===== src/rtl/csr_gpio_debounce.sv =====
// csr_gpio_debounce: CSR-mapped GPIO bank with per-channel synchroniser, debounce filter,
// edge detection and maskable level interrupt.
module csr_gpio_debounce #(
    parameter logic [3:0]     csr_addr      = 4'h0,
    parameter int             ninputs       = 8,
    parameter int             noutputs      = 8,
    parameter int             dbw           = 20,
    parameter logic [dbw-1:0] debounce_init = dbw'(125000)
) (
    input  logic                sys_clk,
    input  logic                sys_rst,
    input  logic [13:0]         csr_a,
    input  logic                csr_we,
    input  logic [31:0]         csr_di,
    output logic [31:0]         csr_do,
    input  logic [ninputs-1:0]  gpio_inputs,
    output logic [noutputs-1:0] gpio_outputs,
    output logic                irq
);
    logic [ninputs-1:0]  sync1_q, sync_q, deb_q, deb_d;
    logic [ninputs-1:0]  rise_en_q, fall_en_q, pend_q, pend_d, clr;
    logic [dbw-1:0]      cnt_q [ninputs];
    logic [dbw-1:0]      cnt_d [ninputs];
    logic [noutputs-1:0] out_q;
    logic [dbw-1:0]      thr_q;
    logic [31:0]         do_q, rd_data;
    logic                irq_q, sel, we;
    logic [2:0]          idx;
    logic                unused_ok;

    assign sel       = csr_a[13:10] == csr_addr;
    assign we        = sel & csr_we;
    assign idx       = csr_a[2:0];
    assign unused_ok = ^{csr_a[9:3], csr_di};

    // Compare before incrementing so the counter can never wrap past the threshold.
    always_comb begin
        deb_d = deb_q;
        cnt_d = cnt_q;
        for (int i = 0; i < ninputs; i++) begin
            if (sync_q[i] == deb_q[i]) begin
                cnt_d[i] = '0;
            end else if (cnt_q[i] >= thr_q) begin
                deb_d[i] = sync_q[i];
                cnt_d[i] = '0;
            end else begin
                cnt_d[i] = cnt_q[i] + dbw'(1);
            end
        end
    end

    // A new event in the same cycle as a clear keeps the bit set.
    assign clr    = (we && idx == 3'd4) ? csr_di[ninputs-1:0] : '0;
    assign pend_d = (pend_q & ~clr) | (deb_d & ~deb_q & rise_en_q) | (~deb_d & deb_q & fall_en_q);

    always_comb begin
        case (idx)
            3'd0:    rd_data = 32'(deb_q);
            3'd1:    rd_data = 32'(out_q);
            3'd2:    rd_data = 32'(rise_en_q);
            3'd3:    rd_data = 32'(fall_en_q);
            3'd4:    rd_data = 32'(pend_q);
            3'd5:    rd_data = 32'(thr_q);
            3'd6:    rd_data = 32'(sync_q);
            default: rd_data = '0;
        endcase
    end

    always_ff @(posedge sys_clk) begin
        if (sys_rst) begin
            sync1_q   <= '0;
            sync_q    <= '0;
            deb_q     <= '0;
            cnt_q     <= '{default: '0};
            out_q     <= '0;
            rise_en_q <= '0;
            fall_en_q <= '0;
            pend_q    <= '0;
            thr_q     <= debounce_init;
            do_q      <= '0;
            irq_q     <= 1'b0;
        end else begin
            sync1_q <= gpio_inputs;
            sync_q  <= sync1_q;
            deb_q   <= deb_d;
            cnt_q   <= cnt_d;
            pend_q  <= pend_d;
            irq_q   <= |pend_d;
            do_q    <= sel ? rd_data : '0;
            if (we && idx == 3'd1) out_q <= csr_di[noutputs-1:0];
            if (we && idx == 3'd2) rise_en_q <= csr_di[ninputs-1:0];
            if (we && idx == 3'd3) fall_en_q <= csr_di[ninputs-1:0];
            if (we && idx == 3'd5) thr_q <= csr_di[dbw-1:0];
        end
    end

    assign csr_do       = do_q;
    assign gpio_outputs = out_q;
    assign irq          = irq_q;
endmodule

===== config.mk =====
export PLATFORM = sky130hd
export DESIGN_NAME = csr_gpio_debounce
export DESIGN_NICKNAME = d
export VERILOG_FILES = /design/src/rtl/csr_gpio_debounce.sv
export SDC_FILE = /design/constraint.sdc
export NUM_CORES = 1
export LEC_CHECK = 0
export ABC_CLOCK_PERIOD_IN_PS = 4600
export CORE_MARGIN = 5
export CORE_UTILIZATION = 30
export DETAILED_ROUTE_END_ITERATION = 8
export PLACE_DENSITY_LB_ADDON = 0.05
export SYNTH_ARGS = -nofsm -noshare
export SYNTH_HDL_FRONTEND = slang
export SYNTH_SLANG_ARGS = --single-unit

===== constraint.sdc =====
create_clock -name sys_clk -period 4.6 [get_ports sys_clk]
set_input_delay 0.92 -clock sys_clk [delete_from_list [all_inputs] [get_ports sys_clk]]
set_output_delay 0.92 -clock sys_clk [all_outputs]
set_load 0.005 [all_outputs]

==> metrics.cfg, run 1 <==
[placed_design]
dp_hpwl_um=26500
dp.cells=2213
io_buffers=66
dpl-instance-area_sq_um=15000
gp_congestion=0.738

[layout]
syn2layout_area_growth_pct=17.4
postLayoutCellArea_sq_um=16200
nNetsFinal=1875
largest_reg_flops=160
diodes=0
drive_gt1_frac=0.0478
seqCellArea_sq_um=5140
fillers=4726
fin_cells=2275
multi_input_area_sq_um=8240
top_register=cnt_q

[detailed_routing]
drtIter0Drc=576
vias=10800
viasPerCell=4.73
wl_um=39000
drc_errors=0
ant_nets=0
wire_per_inst_um=17.1
drt-pass1-iter-count=5

[job]
maxCapViolCount=0

[clocking]
cts_sinks=257
cts_buffer_depth=3
clk_pin_slew_worst_paths_ps=50
h-tree-depth=2
cts_inserted_buffers=35
cts_tree=yes
post-cts-setup-buffer-count=0
cts.repair.resized=0
clk_latency_ps=550
cts-root-buf=clkbuf_16
ctsHoldBuffers=0

[timing]
final_hold_viol_count=0
fin_crit_sh=0.751
rsz0062_at_grt=false
setup_viol=0
min_period_ps=3450
max-slew-margin-rel=0.393
skew_ps=27.0
maxSlewViolCount=0
tightest_slew_ps=909
clock.fmax_mhz=290
holdWs_ps=432
setup_tns_ps=0

[die]
fp.dieW_um=224
die_y_um=224
start_util=0.303
core_sq_um=45400
rows=78
dieArea_sq_um=50300
io_pins=98

[grt]
track_usage=0.155
gr-total-overflow=0
grt_max_degree=40
grt_pass1_wl_um=61600
grt_pass1_vias=10500
antenna_found_initial=1

[synth]
synth_area_sq_um=13800
synth_cells=1577
ys_top_cells_by_area=dfxtp_1 (37%), ha_1 (15%), nor2_1 (7.3%)
ys_seq_area_frac=0.374
syn_area_per_cell_sq_um=8.73
synth_top_area_frac=0.374
synth_edf_count=0
synth_compound_area_frac=0.0785
yosys.area.top_type=dfxtp_1
yosys_most_used_dff=dfxtp_1
ys_warn_count=0
async_flop_share=0
synth_xor_xnor_area_share=0.0954
muxShareOfSynthArea=0.0375
ys_seq_elements=257
synth.most_common_cell=nor2_1
synth_commonest_cells=nor2_1 (268), dfxtp_1 (257), ha_1 (168)
synth_top_family_by_area=simple AND/OR/NAND/NOR gates
synth.distinct_cells=54
synthAdderAreaFrac=0.153
yosys.area_share.simple=0.231

[pwr]
p_per_area_nw_per_um2=310
vdd_ir_drop_max_mv=0.171
p_leak_uw=0.00637

[run_status]
status=finished, final reports clean

[worst_setup_path]
slowest_stage=inv_1
crit_path_cell_trace=inv_1, ha_1, a21oi_1, nor2_1, a211oi_1, o21ai_0, a21oi_1, nand2_1, nor2_1
critPathMaxStageDelay_ps=660
cp-end-kind=flop
worstPathRequired_ps=5060
crit_type=reg2reg
arrival_ps=3910
cp_max_fo=19
start_kind=flop

[hold_path]
hold_class=reg2reg

[stage by stage]
step,power [uW],utilization,worst slack [ps]
3_5_place_dp,2420,0.331,964
3_3_place_gp,2420,0.331,970
4_1_cts,5130,0.356,1050
2_1_floorplan,2360,-,2200
5_1_grt,5230,0.356,837
6_report,5020,0.356,1150
[cell usage in the layout, fill, tap and decap left out, drive strengths merged, types with 4 or more instances in the layout]
| master | instances |
|---|---|
| a211oi | 12 |
| dfxtp | 257 |
| and3 | 40 |
| mux2i | 37 |
| a22oi | 8 |
| and4 | 8 |
| a21o | 13 |
| nor3 | 24 |
| nand3b | 20 |
| nor2 | 269 |
| nor2b | 27 |
| nand2 | 141 |
| clkdlybuf4s50 | 65 |
| nand2b | 4 |
| or3 | 5 |
| a221oi | 8 |
| a21oi | 78 |
| nand4 | 42 |
| clkinv | 6 |
| a31oi | 6 |
| inv | 46 |
| nand3 | 72 |
| mux4 | 5 |
| conb | 12 |
| clkbuf | 55 |
| xnor2 | 68 |
| buf | 11 |
| nor3b | 8 |
| and2 | 18 |
| ha | 168 |
| xor2 | 82 |
| o21ai | 37 |
[metal layers]
layer	vias to the layer above	share of wire	GRT usage
met4	0	0.022	0.0430
li1	5567	-	-
met2	116	0.43	0.239
met3	50	0.031	0.0240
met5	-	0	0
met1	5020	0.52	0.226
[logic make-up after synthesis]
| logic type | count (synthesis) |
|---|---|
| and+or+nand+nor | 681 |
| DFF | 257 |
| AOI/OAI and AO/OA | 179 |
| adders and majority gates | 168 |
| xor gates and xnor gates | 150 |
| buffers and inverters | 96 |
| muxes | 45 |
| other | 1 |
[worst paths after layout]
check | startpoint | endpoint | slack, ps | cells after the start
max reg2reg | thr_q[13] | cnt_q[76] | 1150 | 9
min | sync1_q[1] | sync_q[1] | 430 | 1
max | thr_q[13] | cnt_q[76] | 1150 | 9
min reg2reg | sync1_q[1] | sync_q[1] | 430 | 1
[critical path: cells and delay by family (launching register included)]
kind	cells	cell delay (ps)
AOI/OAI and AO/OA	4	1040
DFF	1	320
adders and majority gates	1	390
and+or+nand+nor	3	920
buffers and inverters	1	660
[report_power, final]
part	total [uW]	leakage [uW]	switching [uW]	internal, uW
registers	2250	0.00207	9.37	2240
clock network	2640	0.000557	1050	1600
logic	124	0.00374	70.7	53.1
[final cells by class]
type | instances | share of cell area
multi-input cells | 1235 | 0.510
flip-flops and latches | 257 | 0.318
clock buffers | 55 | 0.0663
well taps | 600 | 0.0465
repair buffers | 76 | 0.0454
inverters | 45 | 0.0105
clock inverters | 7 | 0.00310
Power figures use the tool's default switching activity.
==> run 2, diff against run 1 <==
--- a/config.mk
+++ b/config.mk
@@ -5,7 +5,7 @@
 export SDC_FILE = /design/constraint.sdc
 export NUM_CORES = 1
 export LEC_CHECK = 0
-export ABC_CLOCK_PERIOD_IN_PS = 4600
+export ABC_CLOCK_PERIOD_IN_PS = 3500
 export CORE_MARGIN = 5
 export CORE_UTILIZATION = 30
 export DETAILED_ROUTE_END_ITERATION = 8
==> constraint.sdc (replaced) <==
create_clock -name sys_clk -period 3.5 [get_ports sys_clk]
set_input_delay 0.7 -clock sys_clk [delete_from_list [all_inputs] [get_ports sys_clk]]
set_output_delay 0.7 -clock sys_clk [all_outputs]
set_load 0.005 [all_outputs]
==> run 2 against run 1 <==
  * Sequential cell count unchanged
  * Global-route usage up 0.073 points
  * Via count up 0.72%
  * Combinational power up 35%
  * Critical endpoint is now irq
  * Largest cell class unchanged
==> metrics.cfg, run 2 (synthesized netlist as in run 1, its figures left out) <==
[run_status]
status=finished, final reports clean  ; unchanged

[pwr]
p_clk_frac=0.530  ; was 0.527
internal-power_uw=5160  ; was 3890 uW
switching_share=0.224  ; about the same
power.net_switching_uw=1490  ; was 1130 uW
finalPower_uw=6640  ; was 5020 uW
p_leak_uw=0.00650  ; was 0.00637 uW
power_frac_seq=0.444  ; was 0.448
p_comb_frac=0.025  ; about the same
vdd_ir_drop_max_mv=0.335  ; was 0.171 mV
p_per_area_nw_per_um2=405  ; was 310 nW/um^2

[layout]
drive_gt1_frac=0.0635  ; was 0.0478
nNetsFinal=1905  ; was 1,875
top_register=cnt_q  ; unchanged
final_cell_mix=nor2_1 (268), dfxtp_1 (257), ha_1 (168)  ; unchanged
syn2layout_area_growth_pct=19.0  ; was 17.4%
layout_commonest_cell=nor2_1  ; unchanged
diodes=0  ; unchanged
largest_reg_flops=160  ; unchanged
postLayoutCellArea_sq_um=16400  ; was 16,200 sq um

[timing]
tightest_slew_ps=858  ; was 909 ps
min_period_ps=3050  ; was 3450 ps
fin_crit_sh=0.872  ; was 0.751
max-slew-margin-rel=0.427  ; was 0.393
rsz0062_at_grt=false  ; unchanged
setup_viol=0  ; unchanged
final_hold_viol_count=0  ; unchanged
skew_ps=7.46  ; was 27.0 ps
holdWs_ps=433  ; was 432 ps
clock.fmax_mhz=328  ; was 290 MHz
maxSlewViolCount=0  ; unchanged
setup_tns_ps=0  ; unchanged

[hold_path]
hold_depth=1  ; unchanged
hp-start=sync1_q[1]  ; unchanged
hold_class=reg2reg  ; unchanged
hold_end=sync_q[1]  ; unchanged

[grt]
gr-total-overflow=0  ; unchanged
grt_pass1_vias=10400  ; was 10.5k
track_usage=0.156  ; was 0.155
antenna_found_initial=0  ; was 1
grt_pass1_wl_um=61300  ; was 61,600 um
grt_max_degree=47  ; was 40

[worst_setup_path]
cp-end-kind=flop  ; unchanged
cp_max_fo=8  ; was 19
crit_path_cell_trace=inv_1, ha_1, and2_0, a221o_1, a221oi_2, o211ai_2, a22oi_1, and4_1, a41oi_1  ; was inv_1, ha_1, a21oi_1, nor2_1, a211oi_1, o21ai_0, a21oi_1, nand2_1, nor2_1
critical-path-top-delay-family=compound AO/OA/AOI/OAI gates  ; unchanged
worstPathRequired_ps=3890  ; was 5060 ps
path_buf_inv=1  ; unchanged
cp.depth=9  ; unchanged
reg2regPathDepth=9  ; unchanged
start_kind=flop  ; unchanged
r2r-end=irq  ; was cnt_q[76]
slowest_stage=inv_1  ; unchanged
arrival_ps=3450  ; was 3910 ps
crit_type=reg2reg  ; unchanged
critPathMaxStageDelay_ps=610  ; was 660 ps
r2r_slack_ps=450  ; was 1150 ps
r2r_start=thr_q[10]  ; was thr_q[13]

[placed_design]
dp_hpwl_um=27600  ; was 26,500 um
dpl-instance-area_sq_um=15300  ; was 15,000 sq um
io_buffers=66  ; unchanged
gp_congestion=0.773  ; was 0.738

[clocking]
cts_buffer_depth=3  ; unchanged
h-tree-depth=2  ; unchanged
cts.repair.resized=0  ; unchanged
ctsHoldBuffers=0  ; unchanged
clk_pin_slew_worst_paths_ps=60  ; was 50 ps
cts-root-buf=clkbuf_16  ; unchanged
post-cts-setup-buffer-count=0  ; unchanged
cts_tree=yes  ; unchanged
cts_sinks=257  ; unchanged
clk_latency_ps=540  ; was 550 ps
cts_inserted_buffers=35  ; unchanged

[die]
io_pins=98  ; unchanged
rows=78  ; unchanged
dieArea_sq_um=50300  ; unchanged
die_y_um=224  ; unchanged
start_util=0.303  ; unchanged
fp.dieW_um=224  ; unchanged
core_sq_um=45400  ; unchanged

[detailed_routing]
viasPerCell=4.71  ; was 4.73
drc_errors=0  ; unchanged
drtIter0Drc=584  ; was 576
wl_um=39600  ; was 39,000 um
drt-pass1-iter-count=5  ; unchanged
wire_per_inst_um=17.2  ; was 17.1 um
ant_nets=0  ; unchanged
vias=10800  ; about the same

[job]
maxCapViolCount=0  ; unchanged

-- run 2: changes by cell type in the layout (fill, tap and decap cells not counted), sizes merged --
cell      before  now
buf           11   41
clkbuf        55   47
bufinv         0    2
clkinvlp       0    2
inv           46   45
-- run 2: per-layer routing --
metal  track usage  part of all wire  up-vias
met5             0                 0        -
met4        0.0517             0.026        0
met3        0.0251             0.034       54
met2         0.244              0.44      142
met1         0.221              0.50     5003
li1              -                 -     5631
-- run 2: how the worst max path moves through the flow --
| stage | endpoint | slack (ps) | from |
|---|---|---|---|
| final | irq | 450 | thr_q[10] |
| after global routing | irq | 250 | thr_q[10] |
| after CTS | cnt_q[39] | 450 | thr_q[13] |
| after detailed placement | irq | 390 | csr_a[11] |
| after global placement | irq | 300 | csr_a[11] |
| after floorplan | cnt_q[155] | 1240 | thr_q[9] |
-- run 2: layout make-up --
type                    count  area, sq um
clock buffers              47         1000
clock inverters            10          105
fillers                  4725        29000
inverters                  45          169
multi-input cells        1235         8240
flip-flops and latches    257         5140
well taps                 600          751
repair buffers            106          971
-- run 2: metrics by stage --
| stage | std cells | utilization | setup WS (ps) |
|---|---|---|---|
| final | 2300 | 0.361 | 448 |
| after global routing | 2300 | 0.361 | 254 |
| after CTS | 2300 | 0.361 | 454 |
| after detailed placement | 2243 | 0.337 | 385 |
| after global placement | 2243 | 0.337 | 299 |
| after floorplan | 1588 | - | 1240 |
-- run 2: power by group through the flow --
stage	logic [uW]	registers, uW	clock network [uW]
2_1_floorplan	91.0	3010	0
3_3_place_gp	170	3020	0
3_5_place_dp	169	3020	0
4_1_cts	170	2950	3660
5_1_grt	185	2950	3800
6_report	168	2950	3520
